## config.mk

```make
export PLATFORM = sky130hd
export DESIGN_NAME = hex_keypad_entry
export DESIGN_NICKNAME = d
export VERILOG_FILES = /design/src/rtl/hex_keypad_entry_pkg.sv /design/src/rtl/hex_keypad_entry_sync.sv /design/src/rtl/hex_keypad_entry.sv
export SDC_FILE = /design/constraint.sdc
export NUM_CORES = 1
export LEC_CHECK = 0
export ABC_AREA = 0
export BUFFER_PORTS_ARGS = -buffer_cell sky130_fd_sc_hd__buf_2
export CAP_MARGIN = 40
export CORE_AREA = 2 2 79 81
export DETAILED_ROUTE_END_ITERATION = 6
export DIE_AREA = 0 0 81 83
export PLACE_DENSITY = 0.79
export SYNTH_ARGS = -nofsm -noshare
export SYNTH_HDL_FRONTEND = slang
export SYNTH_HIERARCHICAL = 1
export SYNTH_SLANG_ARGS = --single-unit
```

## constraint.sdc

```tcl
create_clock -name clk -period 6.1 [get_ports clk]
set_input_delay 1.22 -clock clk [delete_from_list [all_inputs] [get_ports clk]]
set_output_delay 1.22 -clock clk [all_outputs]
set_load 0.01 [all_outputs]
```

## src/rtl/hex_keypad_entry_pkg.sv

```systemverilog
// Shared definitions for the hex keypad entry block: FSM state encoding,
// key-code width and the row priority encoder.
package hex_keypad_entry_pkg;

  localparam int KEY_W = 4;

  localparam logic [1:0] ST_SCAN     = 2'd0;
  localparam logic [1:0] ST_DEBOUNCE = 2'd1;
  localparam logic [1:0] ST_HELD     = 2'd2;
  localparam logic [1:0] ST_RELEASE  = 2'd3;

  // Index of the lowest-numbered active-low row; 3 when only row 3 is low.
  function automatic logic [1:0] low_row_idx(input logic [3:0] rows_n);
    if (!rows_n[0])      return 2'd0;
    else if (!rows_n[1]) return 2'd1;
    else if (!rows_n[2]) return 2'd2;
    else                 return 2'd3;
  endfunction

endpackage

```

## src/rtl/hex_keypad_entry_sync.sv

```systemverilog
// Two-flop synchronizer, width-parameterized, synchronous active-high reset
// to a configurable idle value.
module sync_2ff #(
  parameter int               WIDTH   = 1,
  parameter logic [WIDTH-1:0] RST_VAL = '0
) (
  input  logic             clk,
  input  logic             rst,
  input  logic [WIDTH-1:0] i_d,
  output logic [WIDTH-1:0] o_q
);

  logic [WIDTH-1:0] r_meta;
  logic [WIDTH-1:0] r_sync;

  // Two back-to-back flops to settle metastability from the async input.
  always_ff @(posedge clk) begin
    if (rst) begin
      r_meta <= RST_VAL;
      r_sync <= RST_VAL;
    end else begin
      r_meta <= i_d;
      r_sync <= r_meta;
    end
  end

  assign o_q = r_sync;

endmodule

```

## src/rtl/hex_keypad_entry.sv

```systemverilog
// Hex keypad scanner with press/release debounce and a 4-nibble entry shift
// register. Optional autorepeat while a key is held is enabled by defining
// KEYPAD_AUTOREPEAT_EN; without it each press yields exactly one key_valid.
module hex_keypad_entry
  import hex_keypad_entry_pkg::*;
#(
  parameter int SCAN_DIV      = 1000,
  parameter int DEBOUNCE      = 50000,
  parameter int REPEAT_DELAY  = 25000000,
  parameter int REPEAT_PERIOD = 5000000
) (
  input  logic             clk,
  input  logic             rst,
  input  logic [3:0]       rows_n,
  output logic [3:0]       cols_n,
  input  logic             clear,
  output logic [15:0]      value,
  output logic [KEY_W-1:0] key_code,
  output logic             key_valid
);

  localparam int SCAN_W = $clog2(SCAN_DIV);
  localparam int DB_W   = $clog2(DEBOUNCE + 1);
  localparam logic [SCAN_W-1:0] SCAN_LAST = SCAN_W'(SCAN_DIV - 1);
  localparam logic [DB_W-1:0]   DB_LAST   = DB_W'(DEBOUNCE - 1);

  // Reject configurations the scan/debounce timing cannot support.
  if (SCAN_DIV < 4 || DEBOUNCE < 1 || REPEAT_DELAY < 1 || REPEAT_PERIOD < 1) begin : g_bad_params
    $error("hex_keypad_entry: invalid timing parameters");
  end

  logic [3:0]        w_rows_s;
  logic [1:0]        r_state;
  logic [1:0]        r_col;
  logic [1:0]        r_row;
  logic [3:0]        r_pattern;
  logic [SCAN_W-1:0] r_scan_cnt;
  logic [DB_W-1:0]   r_cnt;
  logic [15:0]       r_value;
  logic [KEY_W-1:0]  r_key_code;
  logic              r_key_valid;
  logic              w_accept;
  logic              w_rpt_fire;
  logic [KEY_W-1:0]  w_code;

  sync_2ff #(.WIDTH(4), .RST_VAL(4'hF)) u_sync (
    .clk (clk),
    .rst (rst),
    .i_d (rows_n),
    .o_q (w_rows_s)
  );

  assign w_code = {r_row, r_col};
  assign cols_n = ~(4'b0001 << r_col);

`ifdef KEYPAD_AUTOREPEAT_EN
  localparam int RPT_MAX = (REPEAT_DELAY > REPEAT_PERIOD) ? REPEAT_DELAY : REPEAT_PERIOD;
  localparam int RPT_W   = $clog2(RPT_MAX + 1);

  logic [RPT_W-1:0] r_rpt_cnt;
  logic             r_rpt_first;

  // First repeat waits the long delay, later ones the shorter period.
  assign w_rpt_fire = (r_state == ST_HELD) && (w_rows_s != 4'hF) &&
                      (r_rpt_cnt == (r_rpt_first ? RPT_W'(REPEAT_DELAY - 1)
                                                 : RPT_W'(REPEAT_PERIOD - 1)));

  // Repeat timer runs only while HELD and restarts after every repeat.
  always_ff @(posedge clk) begin
    if (rst || r_state != ST_HELD) begin
      r_rpt_cnt   <= '0;
      r_rpt_first <= 1'b1;
    end else if (w_rpt_fire) begin
      r_rpt_cnt   <= '0;
      r_rpt_first <= 1'b0;
    end else if (r_rpt_cnt != RPT_W'(RPT_MAX)) begin
      r_rpt_cnt <= r_rpt_cnt + 1'b1;
    end
  end
`else
  assign w_rpt_fire = 1'b0;
`endif

  // A key is accepted on the last stable debounce cycle, or on a repeat tick.
  assign w_accept = ((r_state == ST_DEBOUNCE) && (w_rows_s == r_pattern) && (r_cnt == DB_LAST))
                    || w_rpt_fire;

  // Scan / debounce / held / release state machine.
  always_ff @(posedge clk) begin
    if (rst) begin
      r_state    <= ST_SCAN;
      r_col      <= 2'd0;
      r_row      <= 2'd0;
      r_pattern  <= 4'hF;
      r_scan_cnt <= '0;
      r_cnt      <= '0;
    end else begin
      case (r_state)
        ST_SCAN: begin
          // Rows settle through the synchronizer, so only the last dwell cycle is trusted.
          if (r_scan_cnt == SCAN_LAST) begin
            if (w_rows_s != 4'hF) begin
              r_state   <= ST_DEBOUNCE;
              r_pattern <= w_rows_s;
              r_row     <= low_row_idx(w_rows_s);
              r_cnt     <= '0;
            end else begin
              r_col      <= r_col + 2'd1;
              r_scan_cnt <= '0;
            end
          end else begin
            r_scan_cnt <= r_scan_cnt + 1'b1;
          end
        end
        ST_DEBOUNCE: begin
          if (w_rows_s != r_pattern) begin
            r_state    <= ST_SCAN;
            r_col      <= r_col + 2'd1;
            r_scan_cnt <= '0;
          end else if (r_cnt == DB_LAST) begin
            r_state <= ST_HELD;
          end else begin
            r_cnt <= r_cnt + 1'b1;
          end
        end
        ST_HELD: begin
          if (w_rows_s == 4'hF) begin
            r_state <= ST_RELEASE;
            r_cnt   <= '0;
          end
        end
        default: begin // ST_RELEASE
          if (w_rows_s != 4'hF) begin
            r_state <= ST_HELD;
          end else if (r_cnt == DB_LAST) begin
            r_state    <= ST_SCAN;
            r_col      <= r_col + 2'd1;
            r_scan_cnt <= '0;
          end else begin
            r_cnt <= r_cnt + 1'b1;
          end
        end
      endcase
    end
  end

  // Output pulse, last key code and the entry shift register with clear.
  always_ff @(posedge clk) begin
    if (rst) begin
      r_key_valid <= 1'b0;
      r_key_code  <= '0;
      r_value     <= '0;
    end else begin
      r_key_valid <= w_accept;
      if (w_accept) begin
        r_key_code <= w_code;
        r_value    <= clear ? {12'h000, w_code} : {r_value[11:0], w_code};
      end else if (clear) begin
        r_value <= '0;
      end
    end
  end

  assign value     = r_value;
  assign key_code  = r_key_code;
  assign key_valid = r_key_valid;

endmodule

```

---- Word level (Yosys, flattened, before mapping) ----
Index checks and enable logic that the tools add are counted.
word-level totals
  flip-flop bits (word level) ............. 65
  bits in latches ......................... 0
  RAM bits ................................ 0
  bits in read-only memories .............. 0
  input bits .............................. 7
  memories kept ........................... 0
operators by class
  add/sub/neg operators ................... 3
  multiply operators ...................... 0
  div/mod/pow operators ................... 0
  magnitude comparators ................... 0
  equality and inequality tests ........... 19
  shift operators ......................... 1
  mux-type cells .......................... 33
  bitwise logic cells ..................... 2
  reduce and logical (&&, ||, !) cells .... 11
operator list
  kind                                                                count
  16-bit two-way mux                                                  9
  10-bit two-way mux                                                  5
  16-bit case mux with 3 select lines                                 1
  10-bit case mux with 3 select lines                                 1
  2-bit two-way mux                                                   14
  16-bit by 1-bit adder with 16-bit output (second input constant)    1
  16-bit equality test (second input constant)                        1
  5-bit AND reduction                                                 3
  2-bit != test (second input constant)                               6
  2-bit case mux with 3 select lines                                  2
  10-bit by 1-bit adder with 10-bit output (second input constant)    1
  10-bit equality test (second input constant)                        1
  6-bit AND reduction                                                 1
  4-bit equality test                                                 1
  4-bit equality test (second input constant)                         1
  4-bit by 2-bit != test with 1-bit output (second input constant)    1
  4-bit != test                                                       1
  4-bit != test (second input constant)                               1
  4-bit NOT                                                           1
  4-bit nonzero test                                                  1
  1-bit by 2-bit << shifter with 4-bit output (first input constant)  1
  3-bit by 1-bit != test with 1-bit output (second input constant)    1
  3-bit by 2-bit != test with 1-bit output (second input constant)    1
  3-bit != test (second input constant)                               1
  other kinds (11)                                                    12

---- Depth between registers and ports, before layout ----
Gate-level depths: netlist (run 1).
  depth after elaboration ................. 4
  gate-level depth with buffers ........... 8
  depth with buffers taken out ............ 7

---- Hierarchy ----
Netlist (run 1), hierarchy kept.
modules (own cells, without submodules)
  module            instances  cells an instance  area each (µm²)
  hex_keypad_entry  1          328                2662.6
  sync_2ff          1          16                 210.2

---- Worst setup path before layout (run 1) ----
No wires, ideal clock.
  kind .................................... register to register
  start ................................... reg r_scan_cnt[2]
  end ..................................... reg r_cnt[1]
  library setup time ...................... 0.128 ns
  data arrival time ....................... 2.109 ns
  data required time ...................... 5.972 ns
  slack ................................... 3.863 ns
  stages on the path, launching flop included .. 8
  path buffers ............................ 1
  cell sequence ........................... dfxtp_1 or3b_1 or3_4 or4_1 buf_2 a21bo_2 a22oi_2 nor2_1
on the way
  word-level cells in the longest chain between the ends .. 3
RTL lines
  what                           line                     RTL
  start: declaration             hex_keypad_entry.sv:37   logic [SCAN_W-1:0] r_scan_cnt;
  start signal: assignment       hex_keypad_entry.sv:112  r_scan_cnt <= r_scan_cnt + 1'b1;
  10-bit equality test           hex_keypad_entry.sv:101  if (r_scan_cnt == SCAN_LAST) begin
  2-bit != test (no line)        n/a
  5-bit AND reduction (no line)  n/a
  end signal: assignment         hex_keypad_entry.sv:123  r_cnt <= r_cnt + 1'b1;
  end signal: assignment         hex_keypad_entry.sv:140  r_cnt <= r_cnt + 1'b1;
  end: declaration               hex_keypad_entry.sv:38   logic [DB_W-1:0] r_cnt;
No other way between the ends.
A chain may end at the register's enable or synchronous reset.

---- Worst setup path after layout (run 1) ----
  start ................................... reg r_cnt[6]
  end ..................................... reg r_col[1]
on the way
  word-level cells in the longest chain between the ends .. 3
RTL lines
  what                           line                     RTL
  16-bit equality test           hex_keypad_entry.sv:135  end else if (r_cnt == DB_LAST) begin
  3-bit nonzero test (no line)   n/a
  6-bit AND reduction (no line)  n/a
  end signal: assignment         hex_keypad_entry.sv:108  r_col <= r_col + 2'd1;
  end signal: assignment         hex_keypad_entry.sv:118  r_col <= r_col + 2'd1;
  end signal: assignment         hex_keypad_entry.sv:137  r_col <= r_col + 2'd1;
  end: declaration               hex_keypad_entry.sv:34   logic [1:0] r_col;
No other way between the ends.

==> results.toml, run 1 <==
[run_status]
status = "completed"

[global_routing]
grt_max_degree = 49
overflow = 0
grt_pass1_wl_um = 10120
grtUsageTotal_pct = 19.12
grt_antenna_before_repair = 0
grt_pass1_vias = 2313

[logic_synthesis]
ys_seq_area_share_pct = 45.30
synth_compound_area_share_pct = 14.20
yosysTopAreaCellShare_pct = 45.30
synth_common_cells = "dfxtp_1, nand2_1, a21oi_1"
synthesis.nets = 357
synth_most_common_cell = "dfxtp_1"
ys_warn_count = 6
synth_area_per_cell_sq_um = 8.351
synth_top_family_by_area = "simple AND/OR/NAND/NOR gates"
synth.top_cells.by_area = "dfxtp_1, nand2_1, a21oi_1"
ys_seq_elements = 65
synth_cell_types = 47
synth-xor-area-share_pct = 3.963
synth_edf_count = 0
postSynthCellCount = 344
async_reset_ff_share_pct = 0
synthAdderAreaFrac_pct = 2.613
synthMuxAreaShare_pct = 0.3484
synth.cell_area_sq_um = 2873
synthSimpleGateAreaFrac_pct = 30.23
ys.flop_type = "dfxtp_1"
yosysTopAreaCell = "dfxtp_1"

[critical_path]
start_kind = "register"
end_kind = "register"
crit_required_ns = 6.30
cp_max_fo = 5
crit_path_top_delay_cell = "a21boi_0"
path_cells = "nor4bb_1 -> and4_1 -> a31o_2 -> a21boi_0 -> mux2i_1 -> nor2_1"
max_stage_delay_ns = 0.62
crit_arrival_ns = 2.75
crit_type = "register to register"

[sta]
slew_violations = 0
rsz0062_at_grt = "false"
hold_viol = 0
fmax_mhz = 393.2
tns_ns = 0
worst_slew_pin_slew_ns = 0.7813
fin_worst_skew_ns = 0.009225
timing.final.crit_share_pct = 41.69
fin_crit_ns = 2.543
setup_violations = 0
slew_headroom_pct = 47.91

[floorplanning]
die-area_sq_um = 6723
start_util_pct = 49.40
pin_count = 32
num_rows = 28
die_w_um = 81
fp.dieH_um = 83
coreArea_sq_um = 5816

[cts]
cts_buffers = 9
cts_setup_buffers = 0
clock_latency_ns = 0.34
htree_levels = 3
clk_pin_slew_worst_paths_ns = 0.07
cts-root-buf = "clkbuf_8"
cts_hold_buf = 0
cts.repair.resized = 0
cts_tree = "built"
cts_buffer_depth = 2
clock-sinks = 65

[final_layout]
fin_nets = 387
n_antenna_cell = 0
fin_area_sq_um = 3316
drive_above_1_share_pct = 15.30
final_util_pct = 57.01
syn_to_final_growth_pct = 15.42
finalNonFillerCells = 454

[power]
power.internal_uw = 677.9
clkPwrFrac_pct = 47.8
power_density_nw_per_um2 = 261.1
power_leakage_uw = 0.001221
p_switching_uw = 187.8
ir_worst_vdd_mv = 0.2412
pwr-share-comb_pct = 2.3
p_sw_share_pct = 21.69
sequentialPowerShare_pct = 49.9

[drt]
drt_first_pass_iters = 4
vias = 2493
first_iter_violations = 156
post_drt_wl_per_cell_um = 13.25
route.detailed.drc = 0
drtAntennaViolNets = 0
wl_um = 6017
via_per_inst = 5.491

[placement]
place_congestion = 0.8412
placed_area_sq_um = 3089
port-buffer-count = 31
dp.cells = 438
hpwl_um = 4066

[worst_hold_path]
hold_class = "register to register"

[job]
cap_viol_max_count = 0
-- worst paths after layout --
path | from | end | slack (ns) | depth (start not counted)
worst max-delay path | r_cnt[6]$_SDFFE_PP0P_ | r_col[1]$_SDFFE_PP0P_ | 3.56 | 6
worst min-delay path | u_sync/r_meta[0]$_SDFF_PP1_ | u_sync/o_q[0]$_SDFF_PP1_ | 0.41 | 1
worst max register to register | r_cnt[6]$_SDFFE_PP0P_ | r_col[1]$_SDFFE_PP0P_ | 3.56 | 6
worst min register to register | u_sync/r_meta[0]$_SDFF_PP1_ | u_sync/o_q[0]$_SDFF_PP1_ | 0.41 | 1
-- power groups by stage --
| stage | logic (uW) | clock network (uW) | registers, uW |
|---|---|---|---|
| floorplan | 15.1 | 0 | 441 |
| global placement | 19.7 | 0 | 442 |
| detailed placement | 20.0 | 0 | 442 |
| finish | 20.0 | 414 | 432 |
| CTS | 20.2 | 422 | 432 |
| global route | 22.5 | 443 | 433 |
-- cells in the final DEF (no fill, tap or decap), types with 7 or more instances in the layout --
master | Yosys | final
inv_1 | 10 | 10
buf_2 | 2 | 31
a21oi_1 | 35 | 35
nand3b_1 | 7 | 7
nor2_1 | 28 | 28
and3_1 | 9 | 9
o21ai_0 | 7 | 7
nor3_1 | 13 | 13
clkbuf_8 | 0 | 10
xnor2_1 | 13 | 13
or2_1 | 8 | 8
nand4_1 | 7 | 7
nand3_1 | 11 | 11
nand2_1 | 50 | 50
dfxtp_1 | 65 | 65
-- per-layer routing --
layer	up-vias	part of all wire [%]	global-route usage, %
met5	-	0	0
met4	0	2.8	8.475
met3	17	3.5	6.196
met2	46	48	30.05
met1	1172	46	23.64
li1	1258	-	-
-- cell type report --
class                   count  area, sq um
clock buffers              10        137.6
clock inverters             6        88.84
fillers                   535         2500
inverters                  10        37.54
multi-input cells         254         1475
flip-flops and latches     65         1301
well taps                  75        93.84
repair buffers             34        181.4
-- worst max-delay path: cells and delay by family (launching register included) --
| family | cells | cell delay, ns |
|---|---|---|
| simple gates | 3 | 0.96 |
| compound gates | 2 | 0.82 |
| flops | 1 | 0.38 |
| mux | 1 | 0.26 |
-- metrics by stage --
step | total power (uW) | worst slack [ns] | hold slack (ns)
after floorplan | 456.0 | 3.863 | 0.3832
after global placement | 461.3 | 3.700 | 0.3862
after detailed placement | 462.0 | 3.626 | 0.3916
after CTS | 873.8 | 3.618 | 0.4094
after global routing | 898.0 | 3.378 | 0.4232
final | 865.7 | 3.557 | 0.4061
-- state kept, by name (all words and copies together) (netlist names) --
name and flops:
r_pattern 4, u_sync/o_q 4, r_col 2, r_state 2, r_cnt 16, key_code 4
r_scan_cnt 10, value 16, key_valid 1, u_sync/r_meta 4, r_row 2
-- logic make-up after synthesis --
kind of cell,count (synthesis)
AO/OA/AOI/OAI,66
XOR/XNOR,13
adder cells (fa/ha/maj),6
buffers and inverters,25
flip-flops,65
multiplexers,1
AND/OR/NAND/NOR,168
(Power assumes the default switching activity.)
==> inputs of run 2 (changes only) <==
==> constraint.sdc (replaced) <==
create_clock -name clk -period 2.6 [get_ports clk]
set_input_delay 0.52 -clock clk [delete_from_list [all_inputs] [get_ports clk]]
set_output_delay 0.52 -clock clk [all_outputs]
set_load 0.01 [all_outputs]
==> run 2 against run 1 <==
  * Worst hold slack got worse by 0.061 ns
  * Sequential power rose by 130%
  * Clock skew rose by 0.0010 ns
  * Cell area rose by 1.2%
  * Critical path type unchanged
==> results.toml, run 2 (synthesis results as in run 1) <==
[drt]
drt_first_pass_iters = 4
post_drt_wl_per_cell_um = 13.29
route.met3.wl_um = 286
top_layer_used = "met4"
vias = 2556
wl_met2_um = 3053
route.detailed.drc = 0
first_iter_violations = 149
drtAntennaViolNets = 0
wl_um = 6151
met1Wirelength_um = 2673
via_per_inst = 5.521

[sta]
fin_crit_ns = 2.465
hold_viol = 0
tns_ns = 0
fmax_mhz = 405.7
slew_violations = 0
worst_slew_pin_slew_ns = 0.6127
setup_violations = 0
timing.final.crit_share_pct = 94.81
rsz0062_at_grt = "false"
fin_worst_skew_ns = 0.01024
slew_headroom_pct = 58.60

[job]
cap_viol_max_count = 0

[floorplanning]
num_rows = 28
die-area_sq_um = 6723
die_w_um = 81
start_util_pct = 49.40
fp.dieH_um = 83
coreArea_sq_um = 5816
pin_count = 32

[placement]
hpwl_um = 4312
place_congestion = 0.8836
port-buffer-count = 31

[power]
power_uw = 1930
power_leakage_uw = 0.001248
power.internal_uw = 1494
pwr-share-comb_pct = 2.6
ir_worst_vdd_mv = 0.4930
power_density_nw_per_um2 = 575.2
sequentialPowerShare_pct = 52.5
p_switching_uw = 435.7
clkPwrFrac_pct = 44.9
p_sw_share_pct = 22.58

[final_layout]
final_common_cell = "dfxtp_1"
syn_to_final_growth_pct = 16.77
drive_above_1_share_pct = 17.27
fill_cells = 540
n_antenna_cell = 0
fin_nets = 396
most-common-layout-cells = "dfxtp_1, nand2_1, a21oi_1, buf_2, nor2_1"

[worst_hold_path]
hold_class = "input port to register"
whs_path_depth = 2
hp-start = "rows_n[1]"
min_to = "u_sync/r_meta[1]$_SDFF_PP1_"

[run_status]
status = "completed"

[cts]
htree_levels = 3
clock_latency_ns = 0.35
cts_buffer_depth = 2
cts_hold_buf = 0
cts_buffers = 9
cts_tree = "built"
clk_pin_slew_worst_paths_ns = 0.07
clock-sinks = 65
cts_setup_buffers = 0
cts.repair.resized = 0
cts-root-buf = "clkbuf_8"

[global_routing]
grt_max_degree = 35
grt_pass1_wl_um = 10440
overflow = 0
grt_antenna_before_repair = 0
grtUsageTotal_pct = 19.64
grt_pass1_vias = 2383

[critical_path]
cp_max_fo = 9
crit_arrival_ns = 2.68
reg2regPathDepth = 6
r2r_slack_ns = 0.13
r2r-end = "r_cnt[1]$_SDFFE_PP0P_"
worstReg2RegStart = "r_scan_cnt[2]$_SDFFE_PP0P_"
start_kind = "register"
crit_type = "register to register"
end_kind = "register"
crit_required_ns = 2.82
==> run 2: area by class of cell <==
class	instances	area [sq um]	share of cell area, %
Clock buffer	10	137.6	4.103
Clock inverter	6	66.31	1.977
Inverter	10	37.54	1.119
Multi-Input combinational cell	254	1475	43.98
Sequential cell	65	1301	38.79
Tap cell	75	93.84	2.797
Timing Repair Buffer	43	242.7	7.236
==> run 2: how the worst max path moves through the flow <==
stage	cells past startpoint	end	startpoint
global placement	6	r_cnt[1]$_SDFFE_PP0P_	r_scan_cnt[2]$_SDFFE_PP0P_
global route	7	r_cnt[1]$_SDFFE_PP0P_	r_scan_cnt[0]$_SDFFE_PP0P_
finish	6	r_cnt[1]$_SDFFE_PP0P_	r_scan_cnt[2]$_SDFFE_PP0P_
floorplan	7	r_cnt[1]$_SDFFE_PP0P_	r_scan_cnt[2]$_SDFFE_PP0P_
detailed placement	6	r_cnt[1]$_SDFFE_PP0P_	r_scan_cnt[2]$_SDFFE_PP0P_
CTS	6	r_cnt[1]$_SDFFE_PP0P_	r_scan_cnt[2]$_SDFFE_PP0P_
==> run 2: per-layer routing <==
layer | vias to the layer above | global-route usage, %
li1 | 1277 | -
met1 | 1206 | 23.59
met2 | 61 | 32.16
met3 | 12 | 4.891
met4 | 0 | 9.707
met5 | - | 0
==> run 2: power groups by stage <==
stage / clock network, uW / logic (uW) / registers, uW
after detailed placement: 0 / 50.0 / 1040
after CTS: 886 / 50.1 / 1010
final: 867 / 49.3 / 1010
after floorplan: 0 / 35.5 / 1030
after global routing: 933 / 55.7 / 1010
after global placement: 0 / 49.1 / 1040
==> run 2: critical path, stage by stage, from the launching register on <==
cell,delay (ns)
dfxtp_1,0.40
or3b_1,0.38
or3_4,0.42
or4_1,0.59
a21bo_2,0.30
a22oi_2,0.19
nor2_1,0.05
==> run 2: through the flow <==
step	instance area, sq um	setup WS, ns	hold WS (ns)	util (%)	instances
after floorplan	2873	0.3633	0.3832	-	344
after global placement	3146	0.2051	0.3844	54.09	446
after detailed placement	3151	0.1263	0.3892	54.17	447
after CTS	3354	0.1119	0.3329	57.68	463
after global routing	3354	0.001538	0.3390	57.68	463
final	3354	0.1349	0.3454	57.68	463
==> inputs of run 3 (changes only) <==
--- a/config.mk
+++ b/config.mk
@@ -8,10 +8,10 @@
 export ABC_AREA = 0
 export BUFFER_PORTS_ARGS = -buffer_cell sky130_fd_sc_hd__buf_2
 export CAP_MARGIN = 40
-export CORE_AREA = 2 2 79 81
+export CORE_AREA = 2 2 57 113
 export DETAILED_ROUTE_END_ITERATION = 6
-export DIE_AREA = 0 0 81 83
-export PLACE_DENSITY = 0.79
+export DIE_AREA = 0 0 59 115
+export PLACE_DENSITY = 0.78
 export SYNTH_ARGS = -nofsm -noshare
 export SYNTH_HDL_FRONTEND = slang
 export SYNTH_HIERARCHICAL = 1
==> run 3 against run 2 <==
  * Worst hold slack gained 0.027 ns
  * Sequential power is essentially flat
  * Largest power group is now the clock network
  * First-iteration DRC count grew 28%
  * Cell count shrank 3.2%
  * Critical path depth is the same
  * Combinational power grew 3%
==> results.toml, run 3 (synthesis results as in run 1) <==
[cts]
cts_buffer_depth = 2
htree_levels = 3
clk_pin_slew_worst_paths_ns = 0.05
cts-root-buf = "clkbuf_16"
cts_hold_buf = 0
cts.repair.resized = 0
cts_setup_buffers = 0
clock_latency_ns = 0.33
cts_tree = "built"
clock-sinks = 65
cts_buffers = 9

[run_status]
status = "completed"

[power]
power.internal_uw = 1794
power_uw = 2262
sequentialPowerShare_pct = 44.9
power_density_nw_per_um2 = 660.9
power_leakage_uw = 0.001286
p_sw_share_pct = 20.66
ir_worst_vdd_mv = 0.5022
pwr-share-comb_pct = 2.2
clkPwrFrac_pct = 52.9
p_switching_uw = 467.2

[critical_path]
reg2regPathDepth = 6
crit_required_ns = 2.79
r2r-end = "r_cnt[1]$_SDFFE_PP0P_"
worstReg2RegStart = "r_scan_cnt[2]$_SDFFE_PP0P_"
crit_arrival_ns = 2.70
start_kind = "register"
r2r_slack_ns = 0.1
cp_max_fo = 9
startpoint = "r_scan_cnt[2]$_SDFFE_PP0P_"
crit_type = "register to register"
end_kind = "register"

[sta]
hold_viol = 0
tns_ns = 0
rsz0062_at_grt = "false"
fmax_mhz = 399.7
timing.final.crit_share_pct = 96.22
fin_hold_ws_ns = 0.3726
slew_headroom_pct = 44.56
fin_worst_skew_ns = 0.006077
slew_violations = 0
worst_slew_pin_slew_ns = 0.8253
setup_violations = 0
fin_crit_ns = 2.502

[floorplanning]
fp.dieH_um = 115
coreArea_sq_um = 5906
die-area_sq_um = 6785
die_w_um = 59
pin_count = 32
start_util_pct = 48.64
num_rows = 40

[global_routing]
grt_pass1_vias = 2519
grtUsageTotal_pct = 20.88
grt_pass1_wl_um = 10960
grt_max_degree = 26
overflow = 0
grt_antenna_before_repair = 0

[placement]
hpwl_um = 4519
place_congestion = 0.8566
port-buffer-count = 31

[final_layout]
fin_nets = 393
most-common-layout-cells = "dfxtp_1, nand2_1, a21oi_1, buf_2, nor2_1"
drive_above_1_share_pct = 16.62
n_antenna_cell = 0
final_common_cell = "dfxtp_1"
syn_to_final_growth_pct = 19.12

[drt]
vias = 2562
via_per_inst = 5.719
route.detailed.drc = 0
drtAntennaViolNets = 0
wl_um = 6587
post_drt_wl_per_cell_um = 14.70
drt_first_pass_iters = 4
first_iter_violations = 190

[job]
cap_viol_max_count = 0

[worst_hold_path]
min_to = "u_sync/r_meta[1]$_SDFF_PP1_"
whs_path_depth = 2
hold_class = "input port to register"
hp-start = "rows_n[1]"
## run 3: worst max-delay path by stage
stage                     cells after the start                endpoint
after global routing                          6   r_cnt[2]$_SDFFE_PP0P_
after CTS                                     6   r_cnt[1]$_SDFFE_PP0P_
after floorplan                               7   r_cnt[1]$_SDFFE_PP0P_
after detailed placement                      6  r_cnt[12]$_SDFFE_PP0P_
after global placement                        6   r_cnt[1]$_SDFFE_PP0P_
final                                         6   r_cnt[1]$_SDFFE_PP0P_
## run 3: metrics by stage
stage	util, %	setup WS (ns)	cells	cell area (sq um)
final	57.94	0.09827	448	3422
after global routing	57.94	0.02941	448	3422
after CTS	57.94	0.1399	448	3422
after detailed placement	52.75	0.1545	432	3115
after global placement	52.75	0.2102	432	3115
after floorplan	-	0.3633	344	2873
## run 3: critical path: stages, from the launching register on
cell and delay, ns:
dfxtp_1 0.40, or3b_1 0.40, or3_4 0.42, or4_1 0.59, a21bo_2 0.32, a22oi_2 0.19, nor2_1 0.05
## run 3: power by group through the flow
stage / Sequential (uW) / Clock, uW / Combinational, uW
2_1_floorplan: 1030 / 0 / 35.5
3_3_place_gp: 1040 / 0 / 47.3
3_5_place_dp: 1040 / 0 / 49.5
4_1_cts: 1020 / 1210 / 50.4
5_1_grt: 1020 / 1260 / 56.8
6_report: 1020 / 1200 / 50.7
## run 3: area by class of cell
| class | count | area, sq um |
|---|---|---|
| multi-input combinational | 254 | 1475 |
| sequential | 65 | 1301 |
| clock inverter | 6 | 67.56 |
| fill | 509 | 2484 |
| timing repair buffer | 40 | 222.7 |
| tap | 63 | 78.83 |
| inverter | 10 | 37.54 |
| clock buffer | 10 | 239.0 |
## run 3: metal layers
| metal | GRT usage, % | vias up | routed length, um | share of wire (%) |
|---|---|---|---|---|
| met1 | 23.84 | 1212 | 2766 | 42 |
| li1 | - | 1271 | - | - |
| met4 | 10.45 | 0 | 168 | 2.6 |
| met5 | 0 | - | 0 | 0 |
| met3 | 6.074 | 15 | 217 | 3.3 |
| met2 | 34.59 | 64 | 3435 | 52 |
